File: src/rtl/toggle_period_monitor_pkg.sv
// Shared definitions for the toggle period monitor: state encoding and default widths.
package toggle_period_monitor_pkg;

    localparam int DEFAULT_W = 32;

    localparam logic [1:0] ST_IDLE    = 2'd0;
    localparam logic [1:0] ST_MEASURE = 2'd1;
    localparam logic [1:0] ST_LOCKED  = 2'd2;

    typedef enum logic [1:0] {
        IDLE    = ST_IDLE,
        MEASURE = ST_MEASURE,
        LOCKED  = ST_LOCKED
    } state_t;

endpackage

File: src/rtl/toggle_period_monitor_sync_edge_detect.sv
// Two-flop synchroniser for an asynchronous level plus a one-cycle any-edge strobe.
module sync_edge_detect (
    input  logic i_clk,
    input  logic i_rst_n,
    input  logic i_in,
    output logic o_level,
    output logic o_edge
);

    logic r_s1;
    logic r_s2;
    logic r_prev;

    always_ff @(posedge i_clk or negedge i_rst_n) begin
        if (!i_rst_n) begin
            r_s1   <= 1'b0;
            r_s2   <= 1'b0;
            r_prev <= 1'b0;
        end else begin
            r_s1   <= i_in;
            r_s2   <= r_s1;
            r_prev <= r_s2;
        end
    end

    assign o_level = r_s2;
    assign o_edge  = r_s2 ^ r_prev;

endmodule

File: src/rtl/toggle_period_monitor.sv
// Measures the half-period of an asynchronous toggling input, tracks lock against an
// expected interval and reports loss of signal.
module toggle_period_monitor
    import toggle_period_monitor_pkg::*;
#(
    parameter int W          = DEFAULT_W,
    parameter int EXPECTED   = 1000000,
    parameter int TOL        = 16,
    parameter int LOCK_COUNT = 4,
    parameter int TIMEOUT    = 4000000
) (
    input  logic         i_clk,
    input  logic         i_rst_n,
    input  logic         i_in,
    output logic [W-1:0] o_half_period,
    output logic         o_period_valid,
    output logic         o_match,
    output logic         o_locked,
    output logic         o_timeout,
    output logic [15:0]  o_edge_count
);

    localparam logic [W:0]   EXP_X   = (W+1)'(EXPECTED);
    localparam logic [W:0]   TOL_X   = (W+1)'(TOL);
    localparam logic [W-1:0] CNT_END = W'(TIMEOUT - 1);
    localparam logic [7:0]   LC      = 8'(LOCK_COUNT);

    state_t       r_state;
    logic [W-1:0] r_cnt;
    logic [7:0]   r_mcnt;

    logic         w_edge;
    logic [W:0]   w_n;
    logic         w_win;
    logic [7:0]   w_mcnt_inc;

    sync_edge_detect u_sync (
        .i_clk   (i_clk),
        .i_rst_n (i_rst_n),
        .i_in    (i_in),
        .o_level (),
        .o_edge  (w_edge)
    );

    // Compare one bit wider than the counter so N+TOL and EXPECTED+TOL cannot wrap.
    assign w_n        = {1'b0, r_cnt} + {{W{1'b0}}, 1'b1};
    assign w_win      = ((w_n + TOL_X) >= EXP_X) && (w_n <= (EXP_X + TOL_X));
    assign w_mcnt_inc = r_mcnt + 8'd1;

    always_ff @(posedge i_clk or negedge i_rst_n) begin
        if (!i_rst_n) begin
            r_state        <= IDLE;
            r_cnt          <= '0;
            r_mcnt         <= '0;
            o_half_period  <= '0;
            o_period_valid <= 1'b0;
            o_match        <= 1'b0;
            o_locked       <= 1'b0;
            o_timeout      <= 1'b0;
            o_edge_count   <= '0;
        end else begin
            o_period_valid <= 1'b0;
            o_match        <= 1'b0;
            o_timeout      <= 1'b0;

            if (w_edge) begin
                o_edge_count <= o_edge_count + 16'd1;
                r_cnt        <= '0;
                if (r_state == IDLE) begin
                    r_state <= MEASURE;
                end else begin
                    o_half_period  <= w_n[W-1:0];
                    o_period_valid <= 1'b1;
                    o_match        <= w_win;
                    if (w_win) begin
                        if (r_state == MEASURE) begin
                            if (w_mcnt_inc >= LC) begin
                                r_mcnt   <= LC;
                                o_locked <= 1'b1;
                                r_state  <= LOCKED;
                            end else begin
                                r_mcnt <= w_mcnt_inc;
                            end
                        end
                    end else begin
                        r_mcnt   <= '0;
                        o_locked <= 1'b0;
                        r_state  <= MEASURE;
                    end
                end
            end else if (r_state != IDLE) begin
                // Loss of signal drops back to IDLE so a stuck input pulses only once.
                if (r_cnt == CNT_END) begin
                    o_timeout <= 1'b1;
                    o_locked  <= 1'b0;
                    r_mcnt    <= '0;
                    r_cnt     <= '0;
                    r_state   <= IDLE;
                end else begin
                    r_cnt <= r_cnt + {{(W-1){1'b0}}, 1'b1};
                end
            end
        end
    end

endmodule

File: config.mk
export PLATFORM = sky130hd
export DESIGN_NAME = toggle_period_monitor
export DESIGN_NICKNAME = d
export VERILOG_FILES = /design/src/rtl/toggle_period_monitor_pkg.sv /design/src/rtl/toggle_period_monitor_sync_edge_detect.sv /design/src/rtl/toggle_period_monitor.sv
export SDC_FILE = /design/constraint.sdc
export NUM_CORES = 1
export LEC_CHECK = 0
export CORE_UTILIZATION = 62
export CTS_CLUSTER_SIZE = 14
export DETAILED_ROUTE_END_ITERATION = 10
export PLACE_DENSITY_LB_ADDON = 0.12
export SKIP_CTS_REPAIR_TIMING = 1
export SKIP_LAST_GASP = 1
export SYNTH_ARGS = -nofsm -noshare
export SYNTH_HDL_FRONTEND = slang
export SYNTH_SLANG_ARGS = --single-unit
File: constraint.sdc
create_clock -name i_clk -period 11.3 [get_ports i_clk]
set_clock_uncertainty 0.15 [all_clocks]
set_input_delay 2.26 -clock i_clk [delete_from_list [all_inputs] [get_ports i_clk]]
set_output_delay 2.26 -clock i_clk [all_outputs]
set_load 0.03 [all_outputs]
==> results of run 1 <==
[area by class of cell]
type	instances	area (µm²)	share of cell area, %
Inverter	11	41.29	0.6761
Sequential cell	97	2427	39.75
Multi-Input combinational cell	458	2723	44.58
Tap cell	105	131.4	2.151
Clock buffer	10	127.6	2.090
Clock inverter	6	96.34	1.578
Timing Repair Buffer	57	560.5	9.178
[routing by layer]
layer	vias to the layer above	track usage [%]	wire length [µm]
met4	0	11.87	328
met5	-	0	0
met2	192	47.18	5948
li1	2214	-	-
met3	39	6.119	777
met1	2244	40.26	5587
[logic make-up (layout without fill, tap and decap cells)]
| kind of cell | count (synthesis) | in the layout |
|---|---|---|
| adder cells (fa/ha/maj) | 4 | 4 |
| buffers and inverters | 49 | 84 |
| AND/OR/NAND/NOR | 270 | 270 |
| XOR/XNOR | 49 | 49 |
| AO/OA/AOI/OAI | 135 | 135 |
| flip-flops | 97 | 97 |
[registers in the layout, indices dropped and copies added (netlist names)]
register and cells:
o_half_period 32, u_sync.o_level 1, o_timeout 1, o_period_valid 1, r_mcnt 8, u_sync.r_s1 1, r_state 2, o_match 1
r_cnt 32, o_edge_count 16, o_locked 1, u_sync.r_prev 1
[cell usage in the layout, fill, tap and decap left out, types with 3 or more instances in the layout]
cell              n
nor3_1           15
o31ai_1           7
nand4_1          15
nor2_1           46
nand2_1          88
and3_1            7
dfrtp_1          97
nor4_1           21
nand2b_1          3
a21oi_1          15
nor4_2            3
o21ai_0          74
nand3b_1          3
xnor2_1          36
or3_1             4
ha_1              4
nand3_1          29
buf_4             4
inv_1            11
xor2_1           13
a21o_1            3
and2_1            6
clkdlybuf4s50_1  53
clkbuf_8          9
and4_1            5
nor2b_1           7
a32o_1            3
a31oi_1           5
[report_power, final]
group	internal, W	switching (W)
registers	0.000363	0.0000204
clock network	0.000128	0.000126
logic	0.0000426	0.0000702
total	0.000534	0.000216
[critical path: cells and delay by family, from the launching register on]
family          cells  cell delay (ns)
fa+ha+maj           1             0.39
simple gates        5             1.85
xor+xnor            2             0.33
compound gates      4             1.20
flops               1             0.52
[metrics by stage]
stage	instance area (µm²)	hold WS (ns)	worst slack [ns]	total power [W]
after floorplan	5326	0.1812	7.548	0.0004550
after global placement	5883	0.1882	7.039	0.0005011
after detailed placement	5883	0.1881	6.797	0.0005033
after CTS	6107	0.2089	6.760	0.0007569
after global routing	6107	0.2148	6.277	0.0007829
final	6107	0.2069	6.706	0.0007503
[how the worst max path moves through the flow]
| stage | from | end |
|---|---|---|
| floorplan | r_cnt[1] | r_mcnt[0] |
| global placement | r_cnt[0] | r_mcnt[0] |
| detailed placement | r_cnt[0] | r_mcnt[0] |
| CTS | r_cnt[0] | r_mcnt[0] |
| global route | r_cnt[0] | r_mcnt[0] |
| finish | r_cnt[0] | r_mcnt[0] |
==> flow_results.org, run 1 <==
** Status
- Result of the run :: complete, no violations

** Synthesis
- Seq cells post-synth :: 97
- Biggest area consumer among synthesized cells :: dfrtp_1
- Post-synthesis share of cell area spent on full adders, half adders and majority gates :: 0.9396%
- The Yosys step of the flow raised 0 warnings.
- Dominant register cell in the synthesized netlist :: dfrtp_1
- dfrtp_1 is the most common cell in the netlist.
- In this run the biggest area consumer among cell types represents 45.57% of the synthesized area.
- Summing the areas of all compound-gate instances in the mapped netlist gives 15.69% of the synthesized area.
- Post-synthesis async set-or-reset flop share :: 100.0%
- In the synthesized netlist, the number of instances is 604.
- Seq/Total Area, Yosys :: 45.57%
- After synthesis, the largest family of logic cells by area is simple AND/OR/NAND/NOR gates.
- Yosys mapped the design onto between 60 and 70 distinct sky130hd cell types.
- The number of nets handed over by synthesis was 611.
- Top cell types by occurrence after synthesis :: dfrtp_1, nand2_1, o21ai_0
- Multiplexer cells account for 0% of the synthesized area.
- Mapped cell area :: 0.005326 mm²
- Yosys mapped a number of flops with a built-in enable equal to 0.
- Mean area per synthesized cell :: 8.818 µm²
- Summing the areas of all xor and xnor instances in the mapped netlist gives 8.057% of the synthesized area.
- Post-Synth Simple-Gate Area :: 26.00%
- Ranked by total cell area, the synthesized netlist is headed by dfrtp_1, o21ai_0, nand2_1.

** Setup path
- Walking the worst path, the cells encountered are ha_1, nand3_1, or3_4, nor4_2, xnor2_1, nor4_2, nand3_1, xor2_1, o31ai_1, a31oi_2, a211oi_4, o32ai_1.
- For this design, the slowest cell found on the critical path is or3_4.
- The endpoint identified for the worst register-to-register timing path is r_mcnt[0].
- The worst register-to-register path begins at r_cnt[0].
- Setup slack on the worst reg-to-reg path comes out at between 6 and 7 ns.
- Category of the most critical setup path :: flop to flop
- The number of cells on the worst reg-to-reg path is 12.
- The worst setup path is launched from a flop.
- Data arrives at the worst endpoint at 4.67 ns.
- Largest fanout on the critical path :: 13
- STA puts the critical path data required time at 11.37 ns.
- Slowest stage delay, CP :: 0.55 ns
- STA classifies the critical path endpoint as a flop.

** Drt
- Wires add up to 12640 µm.
- Dividing the detail-routed via count by the number of cells gives 6.302.
- In this run the remaining antenna-violating nets after routing total 0.
- The detailed router placed 4689 vias in this run.
- For this run, the detailed router's first-pass iteration total came to 5.
- Remaining routing DRC violations :: 0
- The first routing iteration left 389 violations.
- Routed WL per cell :: 16.99 µm

** Final layout
- Core occupancy in the finished layout :: ~74%
- Area Overhead vs Synth :: 14.66%
- The repair_antennas step left the layout with diodes totalling 0.
- Filler cells :: 624
- Final layout net count :: 641
- The finished layout holds 744 standard cells, fillers aside.
- Share of cells above drive strength 1 :: 5.947%

** STA
- Final critical delay including setup and external delays :: 4.594 ns
- Slew Limit Headroom :: 17.33%
- Total of endpoints with negative setup slack in the final report :: 0
- RSZ-0062 raised after global routing :: false
- Count of final max-slew check failures :: 0
- Highest clock rate :: about 220 MHz
- Final-report hold violation count :: 0
- The final critical path takes up 40.66% of the cycle.
- At the pin with the least slew margin, the transition time is between 1 and 1.5 ns.
- After routing, the total negative slack on setup checks comes to 0 ns.

** GRT
- Remaining global-route overflow :: 0
- Number of antenna violations at the first check in global routing :: 0
- The via count of the first global-routing pass came to 4359.
- Wire length of the first global-routing pass :: 20900 µm
- All-Layer GR Usage :: 29.86%
- Pin count of the biggest net entering global routing :: 66

** Die
- Starting density of the core :: 64.50%
- The die is 94.69 µm wide.
- Placement Rows :: 33
- For this design the top-level I/O count stands at 55.
- The floorplan step defined a die boundary enclosing 0.008965 mm².
- Height of the die :: 94.69 µm
- Core region area :: around 0.0083 mm²

** Placed design
- # placed instances :: 728
- IO buf count :: 54
- Summed over all nets, the half-perimeter wirelength after detailed placement is 8845 µm.
- Gp weighted congestion :: 1.008

** Clock network
- Clock Pin Slew Worst Setup and Hold Paths :: 0.09 ns
- TritonCTS built the clock tree.
- In this run the clock root is driven by a clkbuf_8.
- The H-tree generated during clock tree synthesis spans 3 levels.
- The clock passes through at most 2 buffers.
- Total clock buffers created by CTS :: 9
- Clock tree synthesis found a total of 97 sinks.
- Insertion delay of the later-clocked pin in the worst-skew pair :: ~0.36 ns

** Hold path
- The min-delay analysis places its worst path in the category flop to flop.
- The worst hold path begins at u_sync.r_s1.
- Hold Path Sink :: u_sync.o_level
- Counting instances, the worst hold path has a depth of 0.

** Job
- Max-cap violations in this run came to 0.

** Power and ir drop
- Largest voltage drop on the vdd net :: 138.7 µV
- Pwr per Cell Area :: roughly 120 mW/mm²
- The analysis attributes to cell leakage a power of between 2 and 2.5 nW.
Note: power is estimated with default switching activity, not from simulation.
==> run 2: changes to the inputs <==
- CORE_UTILIZATION: 62 -> 52
- clock period: 11.3 -> 4.2 ns (I/O delays scaled with it)
==> run 2 against run 1 <==
Compared with the run above:
- non-clock buffer count up 20
- register-to-register slack worse by 6.5 ns
- cell count grew 6.5%
- core utilization decreased by 10 points
- combinational power grew to 2.8 times the previous value
- die area grew 19%
- sequential power grew to 2.7 times the previous value
- critical path type unchanged
==> flow_results.org, run 2 (same netlist as run 1, synthesis figures left out) <==
** Final layout
- The largest registers in the layout are o_half_period: 32 flops, r_cnt: 32 flops, o_edge_count: 16 flops.
- The filler cell count came to 861 (+38%).
- The share of final-layout standard cells stronger than drive strength 1 is 9.712% (+3.8 points).
- The number of nets in the final layout is 661 (+3.1%).
- Commonest non-fill, non-tap cell in the layout :: dfrtp_1
- The area occupied by multi-input gates is 0.002753 mm² (+1.1%).
- Post-Layout Inst Area :: 0.006305 mm² (+3.2%)
- Area Overhead vs Synth :: 18.37%
- The diode insertion count for antenna repair is 0 (unchanged).
- The top cell types in the final layout, fill and taps aside, are dfrtp_1, nand2_1, o21ai_0.
- Register cell area after layout :: 0.002429 mm² (about the same)

** STA
- The worst-case headroom to the max-slew limit was 21.91% (+4.6 points).
- Post-route fraction of the period consumed by the critical path :: 95.10% (+54 points)
- RSZ-0062 raised after global routing :: true
- The slew at the pin closest to its max-slew limit came to 1.167 ns (-0.06848 ns).
- The worst hold slack is 0.2091 ns (+0.002212 ns).
- Count of final max-slew check failures :: 0 (unchanged)
- The sum of negative setup slack is 0 ns (unchanged).
- The timing-limited maximum frequency came to 250.4 MHz (+15%).
- The final hold violation count is 0 (unchanged).
- The minimum clock period is 3.994 ns (-0.6000 ns).
- Total of endpoints with negative setup slack in the final report :: 0 (unchanged)

** GRT
- Wire length of the first global-routing pass :: 22400 µm (+7.2%)
- The via count of the first global-routing pass came to 4457 (+2.2%).
- The largest net degree at the start of global routing is 87 (+32%).
- Remaining global-route overflow :: 0 (unchanged)
- All-Layer GR Usage :: 27.73% (-2.1 points)
- The number of antenna violations at the first check in global routing came to 0 (unchanged).

** Clock network
- In this run the clock root is driven by a clkbuf_8.
- The H-tree depth reported by CTS came to 3 (unchanged).
- Total clock buffers created by CTS :: 9 (unchanged)
- Buffer levels on the longest clock path :: 2 (unchanged)
- Count of clock tree sinks :: 97 (unchanged)
- Insertion delay of the later-clocked pin in the worst-skew pair :: 0.37 ns (about the same)
- CTS tree :: built
- The clock slew at the register clock pins of the worst setup and hold paths is 0.09 ns (about the same).

** Power and ir drop
- Internal power consumption :: 0.001404 W (+160%)
- The relative contribution of sequential cells to total power came to 52.1% (+1.0 points).
- The net load switching power was 0.0005822 W (+170%).
- The share of power burned in the clock network is 32.2% (-1.6 points).
- The cell area power density is 315.1 mW/mm² (+160%).
- Portion of total power attributed to combinational logic :: 15.7% (+0.7 points)
- Largest voltage drop on the vdd net :: 284.9 µV (+110%)
- The switching share of total power came to 29.31% (+0.46 points).
- The leakage power total was 2.491 nW (+4.3%).

** Hold path
- Path category of the worst min-delay check :: flop to flop

** Job
- Count of max-cap constraint violations :: 0 (unchanged)

** Setup path
- STA classifies the critical path endpoint as a flop.
- The critical path is of the flop to flop type.
- Cells along the critical path :: ha_1, nand3_1, or3_4, nor4_1, xnor2_1, nor3b_1, o211ai_1, a21o_1, a211oi_2, a31oi_4, a211oi_4, buf_4, o32ai_1
- The required time at the endpoint of the critical path is 4.29 ns (-7.08 ns).
- Crit path max-delay cell type :: nor4_1
- Launching element type of the critical path :: flop
- Largest fanout on the critical path :: 13 (unchanged)
- The endpoint arrival time on the critical path came to 4.08 ns (-0.59 ns).
- Slowest stage delay, CP :: 0.54 ns (about the same)

** Placed design
- IO buf count :: 54 (unchanged)
- The HPWL after detailed placement was 9861 µm (+11%).
- The final weighted congestion of routability-driven global placement was 0.9429 (-6.5%).
- Instance area after placement :: 0.006061 mm² (+3.0%)

** Drt
- Post-route ant nets :: 0 (unchanged)
- The final routed DRC violation total is 0 (unchanged).
- First-iteration detailed-routing DRC count :: 238 (-39%)
- Drt total wl :: 13670 µm (+8.1%)
- The number of detailed-routing iterations run before antenna repair was 5 (unchanged).
- The detailed-route wire length per cell came to 17.25 µm (+1.5%).
- Number of vias per cell after detailed routing :: 5.951 (-5.6%)
- DR vias :: 4713 (+0.51%)

** Die
- The chip height is 103.2 µm (+9.0%).
- The overall die width came to 103.2 µm (+9.0%).
- Die Outline Area :: 0.01065 mm² (+19%)
- Core region area :: 0.009864 mm² (+19%)
- The number of placement rows came to 36 (+9.1%).
- Starting density of the core :: 54.00% (-11 points)
- Count of pins on the block boundary :: 55 (unchanged)

** Status
- Result of the run :: complete, no violations
[run 2: per-layer routing]
layer  wire, µm  up-vias  global-route usage (%)
met5          0        -                       0
met4        206        0                   8.884
met3        737       21                   5.108
met2       6527      143                   45.13
met1       6194     2308                   37.63
li1           -     2241                       -
[run 2: area by class of cell]
| cell class | count | area share (%) |
|---|---|---|
| Clock buffer | 11 | 2.401 |
| Clock inverter | 5 | 0.8533 |
| Inverter | 11 | 0.6549 |
| Multi-Input combinational cell | 458 | 43.66 |
| Sequential cell | 97 | 38.52 |
| Tap cell | 133 | 2.639 |
| Timing Repair Buffer | 77 | 11.27 |
[run 2: through the flow]
stage | setup WS (ns) | util, % | instances | power (W)
floorplan | 0.4477 | - | 604 | 0.001224
global placement | 0.2206 | 61.44 | 775 | 0.001356
detailed placement | 0.1266 | 61.44 | 775 | 0.001365
CTS | 0.09826 | 63.52 | 791 | 0.002000
global route | -0.02008 | 63.91 | 792 | 0.002070
finish | 0.2058 | 63.91 | 792 | 0.001986
[run 2: worst paths after layout]
check	from	to	slack, ns	depth (start not counted)
setup / recovery	r_cnt[0]	r_mcnt[0]	0.21	13
setup reg to reg	r_cnt[0]	r_mcnt[0]	0.21	13
hold / removal	u_sync.r_s1	u_sync.o_level	0.21	0
max in group asynchronous	i_rst_n	o_edge_count[3]	2.58	2
hold reg to reg	u_sync.r_s1	u_sync.o_level	0.21	0
min in group asynchronous	i_rst_n	r_cnt[12]	0.49	1
[run 2: critical path: cells and delay by family (launching register included)]
family / cells / cell delay [ns]
and+or+nand+nor: 4 / 1.34
AOI/OAI and AO/OA: 6 / 1.18
DFF: 1 / 0.52
xor gates and xnor gates: 1 / 0.25
adders and majority gates: 1 / 0.22
buffers and inverters: 1 / 0.18
[run 2: power by group through the flow]
stage / clock (W) / combinational (W) / sequential (W)
after floorplan: 0 / 0.000111 / 0.00111
final: 0.000639 / 0.000313 / 0.00104
after CTS: 0.000650 / 0.000315 / 0.00104
after global placement: 0 / 0.000306 / 0.00105
after global routing: 0.000687 / 0.000338 / 0.00104
after detailed placement: 0 / 0.000314 / 0.00105
==> run 3: changes to the inputs <==
- CELL_PAD_IN_SITES_DETAIL_PLACEMENT: unset -> 1
- CELL_PAD_IN_SITES_GLOBAL_PLACEMENT: unset -> 1
- CORE_UTILIZATION: 52 -> 39
==> run 3 against run 2 <==
Compared with the run above:
- routed wire length grew 15%
- setup slack better by 0.034 ns
- first-iteration DRC count decreased by 7.6%
- non-clock buffer count rose by 7
- sequential cell count unchanged
- largest power group unchanged
- clock power rose by 36%
- cell count increased by 6.3%
- power increased by 12%
- hold slack worse by 0.0077 ns
- maximum frequency increased by 0.87%
- clock-buffer cell count is 1 lower
- die area is 33% higher
==> flow_results.org, run 3 (same netlist as run 1, synthesis figures left out) <==
** Status
- The run finished with clean final reports.

** GRT
- All-Layer GR Usage :: 23.93% (-3.8 points)
- The layer flagged by global routing as most heavily used is met2.
- Pin count of the biggest net entering global routing :: 98 (+13%)
- Via count of the first global-routing pass :: 4970 (+12%)
- The global-route wire length before repair is 26530 µm (+18%).
- The remaining global-route overflow was 0 (unchanged).
- The met3 usage in global routing is 3.496% (-1.6 points).
- The number of antenna violations at the first check in global routing came to 0 (unchanged).
- Met2 track utilization from global routing :: 39.66% (-5.5 points)
- Met1 GRT Util :: 31.69% (-5.9 points)

** Power and ir drop
- Internal power consumption :: 0.001589 W (+13%)
- Reg power frac :: 46.4% (-5.7 points)
- The leakage power total came to 2.589 nW (+3.9%).
- Portion of total power attributed to the clock network :: 39.0% (+6.8 points)
- Proportion of total power due to net switching :: 28.62% (-0.69 points)
- Portion of total power attributed to combinational logic :: 14.6% (-1.1 points)
- Pwr per Cell Area :: 340.1 mW/mm² (+7.9%)
- Largest voltage drop on the vdd net :: 316.5 µV (+11%)
- The net load switching power is 0.0006373 W (+9.5%).

** Clock network
- CTS tree :: built
- The number of clock sinks seen by CTS came to 97 (unchanged).
- The clock slew at the register clock pins of the worst setup and hold paths was 0.07 ns (-0.02 ns).
- The clock network latency to the later pin of the worst-skew pair was 0.35 ns (-0.02 ns).
- Buffer cell driving the clock tree root :: clkbuf_16
- H-Tree Depth :: 3 (unchanged)
- Total clock buffers created by CTS :: 9 (unchanged)
- Buffer levels on the longest clock path :: 2 (unchanged)

** Final layout
- Top Registers :: o_half_period: 32 flops, r_cnt: 32 flops, o_edge_count: 16 flops
- The area occupied by multi-input gates is 0.002768 mm² (+0.55%).
- The area of all sequential standard cells is 0.002430 mm² (about the same).
- Final layout net count :: 668 (+1.1%)
- Antenna diodes :: 0 (unchanged)
- Filler cells :: 1555 (+81%)
- In the layout the commonest cells are dfrtp_1, nand2_1, o21ai_0.
- Area Overhead vs Synth :: 22.93%
- Share of cells above drive strength 1 :: 10.96% (+1.2 points)
- Leaving out fill and tap cells, the most frequent cell in the layout is dfrtp_1.

** Setup path
- Required time at the endpoint of the critical path :: 4.30 ns (about the same)
- The worst setup path is of the flop to flop kind.
- Tracing the worst setup path back leads to its startpoint at r_cnt[0].
- Cells along the critical path :: ha_1, nand3_1, or3_4, nor4_2, buf_4, a31oi_1, nand2b_1, nor4_1, nand3_1, a31oi_4, nand2b_1, o32ai_1
- The startpoint identified for the worst register-to-register timing path is r_cnt[0].
- The count of buffering cells on the critical path with inverters included came to 1 (unchanged).
- Largest fanout on the critical path :: 13 (unchanged)
- STA classifies the critical path endpoint as a flop.
- STA classifies the critical path startpoint as a flop.
- The endpoint arrival time on the critical path was 4.05 ns (-0.03 ns).
- Slowest stage delay, CP :: 0.50 ns (-0.04 ns)
- Crit path max-delay cell type :: or3_4
- Dominant delay contributor by cell family on the critical path :: simple AND/OR/NAND/NOR gates

** STA
- The final hold violation count was 0 (unchanged).
- Count of final max-slew check failures :: 0 (unchanged)
- The minimum clock period came to 3.960 ns (-0.03445 ns).
- The sum of negative setup slack is 0 ns (unchanged).
- The final setup slack of the worst path is 0.2403 ns (+0.03445 ns).
- The final number of setup-violating endpoints came to 0 (unchanged).
- The slew at the pin closest to its max-slew limit came to 0.7387 ns (-0.4288 ns).
- The worst-case headroom to the max-slew limit was 50.40% (+28 points).
- Post-route fraction of the period consumed by the critical path :: 94.28% (-0.82 points)
- Highest clock rate :: 252.5 MHz (+0.87%)

** Job
- Count of max-cap constraint violations :: 0 (unchanged)

** Die
- Starting density of the core :: 40.06% (-14 points)
- The I/O pin count was 55 (unchanged).
- Height of the die :: 118.9 µm (+15%)
- Horizontal extent of the die :: 118.9 µm (+15%)
- Placement Rows :: 42 (+17%)
- The area of the core is 0.01330 mm² (+35%).
- The total die area came to 0.01413 mm² (+33%).

** Hold path
- The worst hold path belongs to the class flop to flop.
- The worst hold path begins at u_sync.r_s1.

** Drt
- The number of nets with antenna violations after detailed routing came to 0 (unchanged).
- DR vias :: 4787 (+1.6%)
- The final routed DRC violation total was 0 (unchanged).
- Router iterations before antenna repair :: 4 (-1)
- First-iteration detailed-routing DRC count :: 220 (-7.6%)
- The via-per-instance ratio came to 5.685 (-4.5%).
- The detailed-route wire length per cell is 18.63 µm (+8.0%).
- The total wire length came to 15690 µm (+15%).

** Placed design
- The pre-CTS worst setup slack was -0.06111 ns (-0.1877 ns).
- Gp weighted congestion :: 0.8915 (-5.5%)
- Estimated wirelength of the detail-placed design :: 11060 µm (+12%)
- The count of input and output buffers came to 54 (unchanged).
## run 3: changes by cell type in the layout (fill, tap and decap cells not counted), moves of 2 or more
cell | previous run | this run
clkbuf_16 | 0 | 9
clkinv_2 | 3 | 0
inv_6 | 0 | 2
clkinv_4 | 1 | 3
buf_4 | 24 | 30
clkbuf_8 | 11 | 1
## run 3: final timing paths
kind / end / slack, ns / depth (start not counted)
worst max-delay path: r_mcnt[0] / 0.24 / 12
worst min-delay path: u_sync.o_level / 0.20 / 0
worst max register to register: r_mcnt[0] / 0.24 / 12
worst min register to register: u_sync.o_level / 0.20 / 0
max in group asynchronous: r_cnt[1] / 3.09 / 2
min in group asynchronous: o_half_period[15] / 0.37 / 2
## run 3: area by class of cell
cell class | count | share of cell area (%)
tap | 176 | 3.363
timing repair buffer | 84 | 11.85
inverter | 11 | 0.6306
clock inverter | 6 | 1.127
clock buffer | 10 | 3.650
multi-input combinational | 458 | 42.27
sequential | 97 | 37.11
## run 3: stage by stage
step                      cells  power, W  utilization (%)  instance area, µm²  hold slack, ns
after global placement      823  0.001365            46.37                6165          0.1834
after CTS                   839  0.002252            48.72                6477          0.2047
after detailed placement    823  0.001373            46.37                6165          0.1879
after global routing        842  0.002328            49.25                6548          0.2184
after floorplan             604  0.001224                -                5326          0.1812
final                       842  0.002227            49.25                6548          0.2015
## run 3: power groups by stage
stage / logic [W] / registers, W / clock network [W]
2_1_floorplan: 0.000111 / 0.00111 / 0
6_report: 0.000325 / 0.00103 / 0.000868
4_1_cts: 0.000326 / 0.00103 / 0.000893
3_3_place_gp: 0.000317 / 0.00105 / 0
3_5_place_dp: 0.000323 / 0.00105 / 0
5_1_grt: 0.000352 / 0.00104 / 0.000933
## run 3: per-layer routing
metal  wire length (µm)  vias up  part of all wire, %
li1                   -     2263                    -
met1               7224     2404                   46
met2               7597       95                   48
met3                532       25                  3.4
met4                334        0                  2.1
met5                  0        -                    0
